[src/rtl/adc_pack_pkg.sv]
`default_nettype none
// ============================================================================
//  Module      : adc_pack_pkg
//  Description : Shared constants and helpers for the ADC sample packer.
//                Holds the default configuration, the constants derived from
//                it (word width, slot index width, FIFO level width), the
//                drop counter width and the slot bit offset helper.
//  Optional    : none (ADC_PACK_FLUSH_EN only affects adc_sample_packer)
//  Revision    : 1.0 - initial release
// ============================================================================
package adc_pack_pkg;

    localparam int DEF_SAMPLE_W         = 8;
    localparam int DEF_SLOT_W           = 8;
    localparam int DEF_SAMPLES_PER_WORD = 8;
    localparam int DEF_FIFO_DEPTH       = 4;

    // Derived constants for the default configuration. Parametrised
    // instances derive their own copies from their parameters.
    localparam int WORD_W = DEF_SLOT_W * DEF_SAMPLES_PER_WORD;
    localparam int IDX_W  = $clog2(DEF_SAMPLES_PER_WORD);
    localparam int LVL_W  = $clog2(DEF_FIFO_DEPTH + 1);

    localparam int DROP_CNT_W = 16;

    // Bit offset of slot k inside the packed word (slot 0 is the LSB slot).
    function automatic int slot_offset(input int k, input int slot_w);
        return k * slot_w;
    endfunction

endpackage : adc_pack_pkg
`default_nettype wire

[src/rtl/adc_sample_packer_if.sv]
`default_nettype none
// ============================================================================
//  Module      : adc_sample_packer_if
//  Description : Downstream valid/ready word stream of the ADC sample packer.
//  Ports       : out_data  - packed word (head of the output buffer)
//                out_valid - out_data is valid
//                out_ready - downstream accepts the word
//  Modports    : master - packer side (drives data/valid, reads ready)
//                slave  - consumer side (reads data/valid, drives ready)
//  Revision    : 1.0 - initial release
// ============================================================================
interface adc_sample_packer_if
    import adc_pack_pkg::*;
#(
    parameter int DATA_W = WORD_W
);

    logic [DATA_W-1:0] out_data;
    logic              out_valid;
    logic              out_ready;

    modport master (
        output out_data,
        output out_valid,
        input  out_ready
    );

    modport slave (
        input  out_data,
        input  out_valid,
        output out_ready
    );

endinterface : adc_sample_packer_if
`default_nettype wire

[src/rtl/adc_word_fifo.sv]
`default_nettype none
// ============================================================================
//  Module      : adc_word_fifo
//  Description : Small first-word-fall-through word buffer. The head entry is
//                presented combinationally on head_data (zero when empty).
//                A push into a full buffer is accepted only if a pop happens
//                in the same cycle; otherwise it is ignored and the caller
//                accounts for the drop.
//  Ports       : clk, rst           - clock, synchronous active-high reset
//                push, push_data    - write request and word
//                pop                - remove head (ignored when empty)
//                head_data          - current head word, 0 when empty
//                level, full, empty - occupancy status
//  Revision    : 1.0 - initial release
// ============================================================================
module adc_word_fifo #(
    parameter  int WORD_W     = 64,
    parameter  int FIFO_DEPTH = 4,
    localparam int PTR_W      = $clog2(FIFO_DEPTH),
    localparam int LVL_W      = $clog2(FIFO_DEPTH + 1)
) (
    input  wire logic              clk,
    input  wire logic              rst,
    input  wire logic              push,
    input  wire logic [WORD_W-1:0] push_data,
    input  wire logic              pop,
    output logic      [WORD_W-1:0] head_data,
    output logic      [LVL_W-1:0]  level,
    output logic                   full,
    output logic                   empty
);

    logic [WORD_W-1:0] mem [FIFO_DEPTH];
    logic [PTR_W-1:0]  wr_ptr;
    logic [PTR_W-1:0]  rd_ptr;
    logic              do_push;
    logic              do_pop;

    assign empty   = (level == '0);
    assign full    = (level == LVL_W'(FIFO_DEPTH));
    assign do_pop  = pop && !empty;
    // A full buffer frees its head slot in the same cycle when popped.
    assign do_push = push && (!full || do_pop);

    assign head_data = empty ? '0 : mem[rd_ptr];

    // Storage is not reset: contents are only visible through head_data,
    // which is masked while the buffer is empty.
    always_ff @(posedge clk) begin
        if (do_push) begin
            mem[wr_ptr] <= push_data;
        end
    end

    // Pointers are exactly PTR_W bits so they wrap on their own; full and
    // empty are told apart by level, not by pointer comparison.
    always_ff @(posedge clk) begin
        if (rst) begin
            wr_ptr <= '0;
            rd_ptr <= '0;
            level  <= '0;
        end else begin
            if (do_push) begin
                wr_ptr <= wr_ptr + 1'b1;
            end
            if (do_pop) begin
                rd_ptr <= rd_ptr + 1'b1;
            end
            case ({do_push, do_pop})
                2'b10:   level <= level + 1'b1;
                2'b01:   level <= level - 1'b1;
                default: level <= level;
            endcase
        end
    end

endmodule : adc_word_fifo
`default_nettype wire

[src/rtl/adc_sample_packer.sv]
`default_nettype none
// ============================================================================
//  Module      : adc_sample_packer
//  Description : Collects SAMPLES_PER_WORD ADC samples into one wide word,
//                LSB slot first, each sample zero-extended to SLOT_W bits.
//                Finished words go into a first-word-fall-through buffer and
//                leave over a valid/ready stream. Words that find the buffer
//                full (with no simultaneous pop) are dropped and counted.
//  Ports       : adc_clk    - sole clock
//                rst        - synchronous active-high reset
//                adc_data   - ADC sample
//                adc_valid  - adc_data valid (no backpressure)
//                out_if     - packed word stream (out_data/out_valid/out_ready)
//                fifo_level - words currently buffered
//                overflow   - sticky, set when a word is dropped
//                drop_cnt   - dropped word count, saturating
//                flush      - push partial word (only with ADC_PACK_FLUSH_EN)
//  Optional    : `define ADC_PACK_FLUSH_EN adds the flush input.
//  Revision    : 1.0 - initial release
// ============================================================================
module adc_sample_packer
    import adc_pack_pkg::*;
#(
    parameter  int SAMPLE_W         = DEF_SAMPLE_W,
    parameter  int SLOT_W           = DEF_SLOT_W,
    parameter  int SAMPLES_PER_WORD = DEF_SAMPLES_PER_WORD,
    parameter  int FIFO_DEPTH       = DEF_FIFO_DEPTH,
    localparam int WORD_BITS        = SLOT_W * SAMPLES_PER_WORD,
    localparam int IDX_BITS         = $clog2(SAMPLES_PER_WORD),
    localparam int LVL_BITS         = $clog2(FIFO_DEPTH + 1)
) (
    input  wire logic                  adc_clk,
    input  wire logic                  rst,
    input  wire logic [SAMPLE_W-1:0]   adc_data,
    input  wire logic                  adc_valid,
    adc_sample_packer_if.master        out_if,
    output logic      [LVL_BITS-1:0]   fifo_level,
    output logic                       overflow,
    output logic      [DROP_CNT_W-1:0] drop_cnt
`ifdef ADC_PACK_FLUSH_EN
    ,
    input  wire logic                  flush
`endif
);

    logic [IDX_BITS-1:0]  idx;
    logic [IDX_BITS-1:0]  idx_next;
    logic [WORD_BITS-1:0] asm_reg;
    logic [WORD_BITS-1:0] asm_next;
    logic [WORD_BITS-1:0] word_with_sample;
    logic                 last_sample;
    logic                 flush_push;
    logic                 push_req;
    logic                 pop;
    logic                 fifo_full;
    logic                 fifo_empty;
    logic                 drop;

    // Assembly register with the current sample (if any) merged into its
    // slot. This is both the next assembly value and the word to push, so a
    // completing or flushed word always includes the sample of that cycle.
    always_comb begin
        word_with_sample = asm_reg;
        if (adc_valid) begin
            word_with_sample[slot_offset(int'(idx), SLOT_W) +: SLOT_W] =
                SLOT_W'(adc_data);
        end
    end

    assign last_sample = adc_valid && (idx == IDX_BITS'(SAMPLES_PER_WORD - 1));

`ifdef ADC_PACK_FLUSH_EN
    // A flush with no collected and no arriving sample has nothing to send.
    assign flush_push = flush && ((idx != '0) || adc_valid);
`else
    assign flush_push = 1'b0;
`endif

    // A completing sample and a flush in the same cycle produce one push.
    assign push_req = last_sample || flush_push;

    always_comb begin
        idx_next = idx;
        asm_next = word_with_sample;
        if (push_req) begin
            idx_next = '0;
            asm_next = '0;
        end else if (adc_valid) begin
            idx_next = idx + 1'b1;
        end
    end

    always_ff @(posedge adc_clk) begin
        if (rst) begin
            idx     <= '0;
            asm_reg <= '0;
        end else begin
            idx     <= idx_next;
            asm_reg <= asm_next;
        end
    end

    assign pop  = out_if.out_valid && out_if.out_ready;
    assign drop = push_req && fifo_full && !pop;

    adc_word_fifo #(
        .WORD_W     (WORD_BITS),
        .FIFO_DEPTH (FIFO_DEPTH)
    ) u_fifo (
        .clk        (adc_clk),
        .rst        (rst),
        .push       (push_req),
        .push_data  (word_with_sample),
        .pop        (pop),
        .head_data  (out_if.out_data),
        .level      (fifo_level),
        .full       (fifo_full),
        .empty      (fifo_empty)
    );

    assign out_if.out_valid = !fifo_empty;

    always_ff @(posedge adc_clk) begin
        if (rst) begin
            overflow <= 1'b0;
            drop_cnt <= '0;
        end else if (drop) begin
            overflow <= 1'b1;
            if (drop_cnt != {DROP_CNT_W{1'b1}}) begin
                drop_cnt <= drop_cnt + 1'b1;
            end
        end
    end

endmodule : adc_sample_packer
`default_nettype wire

[src/flat_wrapper.sv]
// flat-port wrapper written by rule: the top's interface ports become plain ports
module adc_sample_packer_flat import adc_pack_pkg::*;
#(
    parameter  int SAMPLE_W         = DEF_SAMPLE_W,
    parameter  int SLOT_W           = DEF_SLOT_W,
    parameter  int SAMPLES_PER_WORD = DEF_SAMPLES_PER_WORD,
    parameter  int FIFO_DEPTH       = DEF_FIFO_DEPTH,
    localparam int WORD_BITS        = SLOT_W * SAMPLES_PER_WORD,
    localparam int IDX_BITS         = $clog2(SAMPLES_PER_WORD),
    localparam int LVL_BITS         = $clog2(FIFO_DEPTH + 1)
)
  (adc_clk, rst, adc_data, adc_valid, fifo_level, overflow, drop_cnt, out_if_out_data, out_if_out_valid, out_if_out_ready);
  adc_sample_packer_if out_if_i ();
  input  wire logic adc_clk;
  input  wire logic rst;
  input  wire logic [SAMPLE_W-1:0] adc_data;
  input  wire logic adc_valid;
  output logic      [LVL_BITS-1:0] fifo_level;
  output logic overflow;
  output logic      [DROP_CNT_W-1:0] drop_cnt;
  output wire logic [$bits(out_if_i.out_data)-1:0] out_if_out_data;
  output wire logic [$bits(out_if_i.out_valid)-1:0] out_if_out_valid;
  input wire logic [$bits(out_if_i.out_ready)-1:0] out_if_out_ready;
  assign out_if_out_data = out_if_i.out_data;
  assign out_if_out_valid = out_if_i.out_valid;
  assign out_if_i.out_ready = out_if_out_ready;
  adc_sample_packer #(.SAMPLE_W(SAMPLE_W), .SLOT_W(SLOT_W), .SAMPLES_PER_WORD(SAMPLES_PER_WORD), .FIFO_DEPTH(FIFO_DEPTH)) u_core (.adc_clk(adc_clk), .rst(rst), .adc_data(adc_data), .adc_valid(adc_valid), .out_if(out_if_i), .fifo_level(fifo_level), .overflow(overflow), .drop_cnt(drop_cnt));
endmodule
[config.mk]
export PLATFORM = sky130hd
export DESIGN_NAME = adc_sample_packer_flat
export DESIGN_NICKNAME = d
export VERILOG_FILES = /design/src/rtl/adc_pack_pkg.sv /design/src/rtl/adc_sample_packer_if.sv /design/src/rtl/adc_word_fifo.sv /design/src/rtl/adc_sample_packer.sv /design/src/flat_wrapper.sv
export SDC_FILE = /design/constraint.sdc
export NUM_CORES = 1
export LEC_CHECK = 0
export CELL_PAD_IN_SITES_DETAIL_PLACEMENT = 0
export CELL_PAD_IN_SITES_GLOBAL_PLACEMENT = 1
export CORE_ASPECT_RATIO = 1.4
export CORE_UTILIZATION = 45
export CTS_BUF_LIST = sky130_fd_sc_hd__clkbuf_16
export CTS_CLUSTER_SIZE = 24
export DETAILED_ROUTE_END_ITERATION = 16
export GPL_TIMING_DRIVEN = 0
export HOLD_SLACK_MARGIN = 0.06
export PLACE_DENSITY_LB_ADDON = 0.05
export SYNTH_ARGS = -nofsm -noshare
export SYNTH_HDL_FRONTEND = slang
export SYNTH_SLANG_ARGS = --single-unit
[constraint.sdc]
create_clock -name adc_clk -period 3.25 [get_ports adc_clk]
set_input_delay 0.325 -clock adc_clk [delete_from_list [all_inputs] [get_ports adc_clk]]
set_output_delay 0.325 -clock adc_clk [all_outputs]
set_load 0.005 [all_outputs]
==> results of run 1 <==
==> worst max-delay path, cell delays in order, from the launching register on <==
cell and delay (ns):
dfxtp_1 0.53, or3_4 0.30, clkbuf_2 0.32, clkbuf_2 0.29, and2_1 0.21, clkdlybuf4s50_1 0.51
==> per-layer routing <==
layer,share of wire [%],wire length [um],vias up,global-route usage (%)
met5,0,0,-,0
met4,2.6,788,0,6.76
met3,3.4,1010,48,2.87
met2,52,15400,142,34.1
met1,42,12600,3936,24.3
li1,-,-,3666,-
==> cells in the final DEF (no fill, tap or decap), types with 8 or more instances in the layout <==
cell and instances:
nand2_1 71, inv_1 29, mux4_2 64, nand4_1 11
mux2_2 33, clkbuf_16 37, nand3_1 27, nor2b_1 45
nor2_1 13, clkbuf_1 18, clkbuf_2 12, a21oi_1 37
mux2i_1 11, dfxtp_1 92, and3_1 8, edfxtp_1 256
clkdlybuf4s50_1 96, and2_1 76, buf_2 8, ha_1 12
==> through the flow <==
step,area (um2),hold WS (ns)
detailed placement,15500,0.451
floorplan,14000,0.442
CTS,16700,0.459
global route,16700,0.478
global placement,15400,0.446
finish,16700,0.456
==> power groups by stage <==
stage | combinational, mW | sequential [mW] | clock, mW
CTS | 2.47 | 4.86 | 4.04
global placement | 2.47 | 4.92 | 0
floorplan | 1.24 | 4.91 | 0
detailed placement | 2.48 | 4.92 | 0
global route | 2.63 | 4.87 | 4.18
finish | 2.37 | 4.86 | 3.94
==> logic make-up after synthesis <==
kind of cell / count (synthesis) / synth area share (%)
adder cells (fa/ha/maj): 13 / 1.22
buffers and inverters: 63 / 1.81
flip-flops: 349 / 68.2
multiplexers: 109 / 13.8
AO/OA/AOI/OAI: 64 / 2.79
AND/OR/NAND/NOR: 295 / 11.9
XOR/XNOR: 4 / 0.250
==> what timing repair did <==
item                                    in CTS  in global routing
hold endpoints to repair                     0                  0
gates resized for setup                     11                  9
hold buffers                                 0                  0
endpoints found under the setup margin      68                154
==> final cells by class <==
type | count | area, um2
multi-input cells | 485 | 4220
inverters | 20 | 75.1
flip-flops and latches | 349 | 9550
clock buffers | 37 | 926
clock inverters | 26 | 195
plain buffers | 41 | 186
fillers | 2550 | 14000
repair buffers | 100 | 1040
well taps | 390 | 488
==> worst max path at each step <==
stage                            from                  endpoint  cells after the start
2_1_floorplan           u_core.idx[1]   u_core.u_fifo.mem[1][0]                      5
3_3_place_gp                adc_valid  u_core.u_fifo.mem[1][45]                      5
3_5_place_dp   u_core.u_fifo.level[0]       out_if_out_data[41]                      5
4_1_cts        u_core.u_fifo.level[0]       out_if_out_data[51]                      5
5_1_grt        u_core.u_fifo.level[0]       out_if_out_data[41]                      5
6_report       u_core.u_fifo.level[0]       out_if_out_data[41]                      5
==> results_dict.tcl, run 1 <==
set metrics [dict create \
    status "completed" \
    ir_worst_vdd_uv 549 \
    slew_headroom_pct 50.6 \
    yosysSeqAreaShare_pct 68.2 \
    grt_pass1_wl_um 45500 \
    fmax_mhz 332 \
    yosys_warnings 0 \
    yosysMostFrequentCell "edfxtp_1" \
    fin_crit_ns 3.02 \
    yosysTopAreaCellShare_pct 54.9 \
    p_switching_mw 2.82 \
    n_antenna_cell 0 \
    final_nets 1057 \
    grt_overflow 0 \
    syn_inst 897 \
    die_h_um 211 \
    syn_area_mm2 0.0140 \
    fp.coreArea_mm2 0.0307 \
    syn2layout_area_growth_pct 19.2 \
    cts.htree.levels 2 \
    clkTransAtPathRegs_ns 0.06 \
    cp.required_ns 2.92 \
    synth.distinct_cells 48 \
    clk_latency_ns 0.53 \
    grt_max_degree 36 \
    wire_per_inst_um 20.6 \
    ioPinCount 97 \
    rsz0062_at_grt "no" \
    antenna_found_initial 0 \
    setup_ws_ns 0.234 \
    port_buffers 96 \
    worstSetupPathType "flop to output port" \
    cts_buffer_depth 3 \
    slew_viol_final 0 \
    cp-start-kind "flop" \
    clockPowerShare_pct 35.3 \
    finalCritPeriodShare_pct 92.8 \
    fin_tns_setup_ns 0 \
    rows 76 \
    fin_cells 1448 \
    vias 7792 \
    synth_largest_area_cell "edfxtp_1" \
    cts_root_buffer "clkbuf_16" \
    cp_max_fo 10 \
    dp_cells 1387 \
    r2r_end "u_core.asm_reg[44]" \
    sw_frac_of_total_pct 25.2 \
    hold_end "u_core.overflow" \
    gp_congestion 0.826 \
    r2r-start "u_core.idx[0]" \
    drc 0 \
    drv_cap 0 \
    synthTopCellsByCount "edfxtp_1, dfxtp_1, and2_1" \
    hold_class "flop to flop" \
    finalHoldViolations 0 \
    worstSetupEndpointType "output port" \
    dr.pass1.iters 4 \
    synth_edf_count 256 \
    ys.flop_type "edfxtp_1" \
    cts_inserted_buffers 35 \
    cts.sinks 349 \
    async_flop_share_pct 0 \
    drt_iter0_markers 457 \
    drive_gt1_share_pct 17.6 \
    syn-num-nets 922 \
    power_density_mw_per_mm2 670 \
    reg2reg_depth 9 \
    min_from "u_core.overflow" \
    clock_skew_ns 0.0146 \
    whs_path_depth 2 \
    cts_tree "yes" \
    ant_nets 0 \
    synthTopCellsByArea "edfxtp_1, dfxtp_1, mux4_2, and2_1, mux2_2" \
    rrSetupSlack_ns 0.28 \
    setup_viol 0 \
    p_int_mw 8.35 \
    largest_reg_flops 256 \
    p_comb_share_pct 21.2 \
    synth.avg_cell_area_um2 15.6 \
    post_cts_buffers 0 \
    worst_pin_slew_ns 0.734 \
    ys_seq_elements 349 \
    via_per_inst 5.38 \
    critical_path_arrival_ns 2.69 \
    die_w_um 151 \
    grt_pass1_vias 7732 \
    p_total_mw 11.2 \
    pre_cts_slack_ns 0.00313 \
    start_util_pct 45.6 \
    dp_hpwl_um 20300 \
    drt_wl_total_um 29800 \
    post-route-util_pct 54.3 \
    grtUsageTotal_pct 19.5 \
    power.leakage_nw 5.75 \
    die-area_mm2 0.0318 \
    seqPwrFrac_pct 43.5 \
]
Note: power is estimated with default switching activity, not from simulation.
==> run 2, diff against run 1 <==
SKIP_LAST_GASP = 1   (was default)
TNS_END_PERCENT = 50   (was default)
clock period = 2.6 ns   (was 3.25 ns; I/O delays follow)
==> results_dict.tcl, run 2 (same netlist as run 1, synthesis figures left out) <==
set metrics [dict create \
    reg2reg_depth 9 \
    drc 0 \
    slowest_stage "mux4_2" \
    cts_inserted_buffers 36 \
    cts.sinks 349 \
    rows 76 \
    sw_frac_of_total_pct 25.2 \
    clkTransAtPathRegs_ns 0.06 \
    final_cell_mix "edfxtp_1, dfxtp_1, and2_1" \
    cp_common_cell "buf_12" \
    grt_pass1_wl_um 48300 \
    max_stage_delay_ns 0.51 \
    power.leakage_nw 6.32 \
    p_total_mw 14.6 \
    rsz0062_at_grt "yes" \
    p_comb_share_pct 26.6 \
    setup_ws_ns -0.0404 \
    violations "negative setup slack" \
    largest_reg_flops 256 \
    p_int_mw 11.0 \
    r2r-start "u_core.idx[1]" \
    fin_crit_ns 2.64 \
    die-area_mm2 0.0318 \
    cts_root_buffer "clkbuf_16" \
    via_per_inst 5.43 \
    cts.htree.levels 2 \
    slew_viol_final 0 \
    slew_headroom_pct 53.2 \
    worst_pin_slew_ns 0.696 \
    die_h_um 211 \
    clockPowerShare_pct 32.1 \
    dr.pass1.iters 6 \
    min_from "u_core.overflow" \
    clk_latency_ns 0.52 \
    p_switching_mw 3.69 \
    status "finished, violations left" \
    drt_iter0_markers 361 \
    power_density_mw_per_mm2 844 \
    dp_cells 1387 \
    cts_tree "yes" \
    critPathTopFamily "buffers and inverters" \
    critical_path_arrival_ns 2.38 \
    rrSetupSlack_ns -0.02 \
    drt_wl_total_um 31600 \
    grt_max_degree 44 \
    die_w_um 151 \
    mostFrequentLayoutCell "edfxtp_1" \
    worst-path-buf-inv 4 \
    cp.required_ns 2.34 \
    port_buffers 96 \
    worstSetupEndpointType "output port" \
    whs_path_depth 2 \
    hold_class "flop to flop" \
    finalHoldViolations 0 \
    ioPinCount 97 \
    syn2layout_area_growth_pct 23.9 \
    clock_skew_ns 0.0165 \
    cp-start-kind "flop" \
    worstSetupPathType "flop to output port" \
    drive_gt1_share_pct 22.3 \
    wire_per_inst_um 21.4 \
    cp_max_fo 10 \
    cts_buffer_depth 3 \
    start_util_pct 45.6 \
    ir_worst_vdd_uv 560 \
    fp.coreArea_mm2 0.0307 \
    finalCritPeriodShare_pct 102 \
    setup_viol 16 \
    drv_cap 0 \
    hold_end "u_core.overflow" \
    antenna_found_initial 1 \
    fmax_mhz 379 \
    grt_pass1_vias 8110 \
    ant_nets 0 \
    r2r_end "u_core.u_fifo.level[2]" \
    fin_cells 1479 \
    hold_slack_ns 0.447 \
    n_antenna_cell 0 \
    grt_overflow 0 \
    grtUsageTotal_pct 20.7 \
    seqPwrFrac_pct 41.4 \
    crit_chain "buf_12 -> buf_4 -> buf_12 -> mux4_2 -> and2_1 -> clkdlybuf4s50_1" \
    gp_congestion 0.844 \
    final_nets 1088 \
    vias 8025 \
    dp_hpwl_um 20400 \
]
## run 2: cell types whose count changed in the layout (fill, tap and decap cells not counted), moves of 7 or more
cell	delta
mux2i_1	-8
dlymetal6s2s_1	+11
buf_12	+7
dlygate4sd2_1	+22
buf_2	-7
buf_4	+17
clkbuf_1	-7
clkdlybuf4s50_1	-33
## run 2: layout make-up
class	count	area, um2
repair buffers	126	1400
multi-input cells	489	4390
clock buffers	37	926
flip-flops and latches	349	9570
plain buffers	41	370
fillers	2504	13400
inverters	20	75.1
clock inverters	27	144
well taps	390	488
## run 2: worst max-delay path by stage
| stage | from | cells past startpoint | end |
|---|---|---|---|
| after floorplan | u_core.idx[1] | 5 | u_core.u_fifo.mem[0][0] |
| after global placement | adc_valid | 5 | u_core.u_fifo.mem[2][45] |
| after detailed placement | u_core.idx[0] | 7 | u_core.u_fifo.mem[0][38] |
| after CTS | u_core.idx[1] | 9 | u_core.u_fifo.level[2] |
| after global routing | flop | 6 | out_if_out_data[18] |
| final | flop | 6 | out_if_out_data[18] |
## run 2: what timing repair did
item                                    CTS  global route
gates cloned                              7             0
endpoints found under the setup margin  568           413
pin swaps                                 6             3
setup buffers                            17             7
hold buffers                              0             0
gates resized for setup                 111            36
## run 2: power by group through the flow
stage | combinational (mW) | clock [mW] | sequential, mW
floorplan | 1.55 | 0 | 6.14
global placement | 3.09 | 0 | 6.15
detailed placement | 3.08 | 0 | 6.15
CTS | 3.89 | 4.82 | 6.06
global route | 4.22 | 5.04 | 6.06
finish | 3.89 | 4.70 | 6.06
## run 2: metal layers
layer	vias to the layer above	global-route usage [%]	share of wire, %
met1	4057	26.8	43
met5	-	0	0
met3	49	3.35	4.0
met2	185	35.4	51
li1	3734	-	-
met4	0	6.41	2.3
## run 2: tightest hold or removal path, stage by stage, from the launching register on
cell and delay [ns]:
dfxtp_1 0.31, inv_1 0.04, a21oi_1 0.05
## run 2: through the flow
| step | TNS, ns | utilization (%) | setup WS (ns) | instance area (um2) |
|---|---|---|---|---|
| CTS | -4.61 | 56.0 | -0.146 | 17200 |
| global placement | -605.28 | 50.3 | -2.49 | 15500 |
| floorplan | -74.23 | - | -0.580 | 14000 |
| finish | -0.298 | 56.5 | -0.0404 | 17400 |
| global route | -3.75 | 56.5 | -0.151 | 17400 |
| detailed placement | -200.46 | 50.7 | -0.588 | 15600 |
==> run 3, diff against run 2 <==
SLEW_MARGIN = 20   (was default)
TNS_END_PERCENT = 100   (was 50)
==> results_dict.tcl, run 3 (same netlist as run 1, synthesis figures left out) <==
set metrics [dict create \
    cp.required_ns 2.80 \
    cp-start-kind "flop" \
    setup_viol 0 \
    dr.pass1.iters 4 \
    clk_latency_ns 0.52 \
    cts_root_buffer "clkbuf_16" \
    antenna_found_initial 0 \
    finalHoldViolations 0 \
    whs_path_depth 2 \
    largest_reg_flops 256 \
    r2r_end "u_core.u_fifo.mem[0][44]" \
    placed_cell_area_mm2 0.0155 \
    n_antenna_cell 0 \
    hold_slack_ns 0.461 \
    fp.coreArea_mm2 0.0307 \
    drc 0 \
    hold_buffers 0 \
    cts.sinks 349 \
    rsz0062_at_grt "yes" \
    slew_headroom_pct 50.7 \
    ir_worst_vdd_uv 666 \
    reg2reg_depth 6 \
    worstSetupEndpointType "flop" \
    final_nets 1090 \
    slew_viol_final 0 \
    clkTransAtPathRegs_ns 0.06 \
    finalCritPeriodShare_pct 99.3 \
    design_area_mm2 0.0176 \
    die_h_um 211 \
    r2r-start "u_core.idx[1]" \
    hold_end "u_core.overflow" \
    grtUsageTotal_pct 20.5 \
    ioPinCount 97 \
    fin_crit_ns 2.58 \
    dp_hpwl_um 20500 \
    drive_gt1_share_pct 23.5 \
    clock_skew_ns 0.0110 \
    cts_inserted_buffers 35 \
    rrSetupSlack_ns 0.02 \
    fmax_mhz 388 \
    cts.htree.levels 2 \
    min_from "u_core.overflow" \
    critical_path_arrival_ns 2.78 \
    die-area_mm2 0.0318 \
    power.leakage_nw 6.66 \
    wire_per_inst_um 21.1 \
    drt_iter0_markers 427 \
    drt_wl_total_um 31300 \
    ant_nets 0 \
    p_total_mw 15.2 \
    die_w_um 151 \
    cts_buffer_depth 3 \
    start_util_pct 45.6 \
    worst_pin_slew_ns 0.739 \
    mostFrequentLayoutCell "edfxtp_1" \
    via_per_inst 5.39 \
    pre_cts_slack_ns -0.627 \
    rows 76 \
    final_cell_mix "edfxtp_1, dfxtp_1, and2_1" \
    cts_tree "yes" \
    grt_max_degree 35 \
    hold_class "flop to flop" \
    grt_pass1_vias 7970 \
    status "completed" \
    setup_ws_ns 0.0194 \
    power_density_mw_per_mm2 866 \
    vias 7972 \
    syn2layout_area_growth_pct 25.5 \
    gp_congestion 0.842 \
    port_buffers 96 \
    worstSetupPathType "flop to flop" \
    drv_cap 0 \
    cp_max_fo 33 \
    grt_pass1_wl_um 47900 \
    grt_overflow 0 \
]
==> run 3: power by group <==
part	leakage, nW	total (mW)	internal (mW)	switching, mW
logic	2.95	3.94	2.32	1.63
registers	3.12	6.06	5.98	0.0810
clock network	0.600	5.22	3.16	2.06
==> run 3: repair_timing <==
action / 4_1_cts / 5_1_grt
endpoints found under the setup margin: 614 / 333
resized for setup: 131 / 57
gates cloned: 6 / 1
hold endpoints to repair: 0 / 0
pin swaps: 5 / 2
buffers inserted: 20 / 8
==> run 3: metal layers <==
layer | vias to the layer above | track usage, % | share of wire, %
li1 | 3729 | - | -
met1 | 4012 | 26.7 | 42
met2 | 177 | 35.4 | 52
met3 | 54 | 2.92 | 4.0
met4 | 0 | 5.76 | 2.2
met5 | - | 0 | 0
==> run 3: worst max-delay path by stage <==
stage | cells past startpoint | endpoint | startpoint
detailed placement | 7 | u_core.u_fifo.mem[0][38] | u_core.idx[0]
global placement | 5 | u_core.u_fifo.mem[1][49] | adc_valid
CTS | 6 | out_if_out_data[41] | flop
floorplan | 8 | u_core.u_fifo.mem[0][48] | u_core.idx[0]
finish | 6 | u_core.u_fifo.mem[0][44] | u_core.idx[1]
global route | 6 | u_core.u_fifo.mem[0][62] | u_core.idx[1]
==> run 3: per-stage QoR <==
| step | TNS, ns | cells | util [%] |
|---|---|---|---|
| CTS | -0.402 | 1473 | 56.4 |
| global placement | -425.10 | 1383 | 50.3 |
| finish | 0 | 1480 | 57.2 |
| global route | -7.00 | 1480 | 57.2 |
| detailed placement | -205.79 | 1387 | 50.6 |
| floorplan | 0 | 897 | - |
==> run 3: final cells by class <==
type                            instances  area, um2
Clock buffer                           37        926
Fill cell                            2451      13100
Timing Repair Buffer                  131       1460
Clock inverter                         25        262
Buffer                                 41        372
Tap cell                              390        488
Multi-Input combinational cell        487       4420
Sequential cell                       349       9570
Inverter                               20       75.1
==> run 3: critical path: stages (launching register included) <==
cell and delay, ns:
dfxtp_1 0.47, ha_1 0.22, ha_2 0.28, nand2_4 0.12, nor2_4 0.28, and2_4 0.55, buf_12 0.29
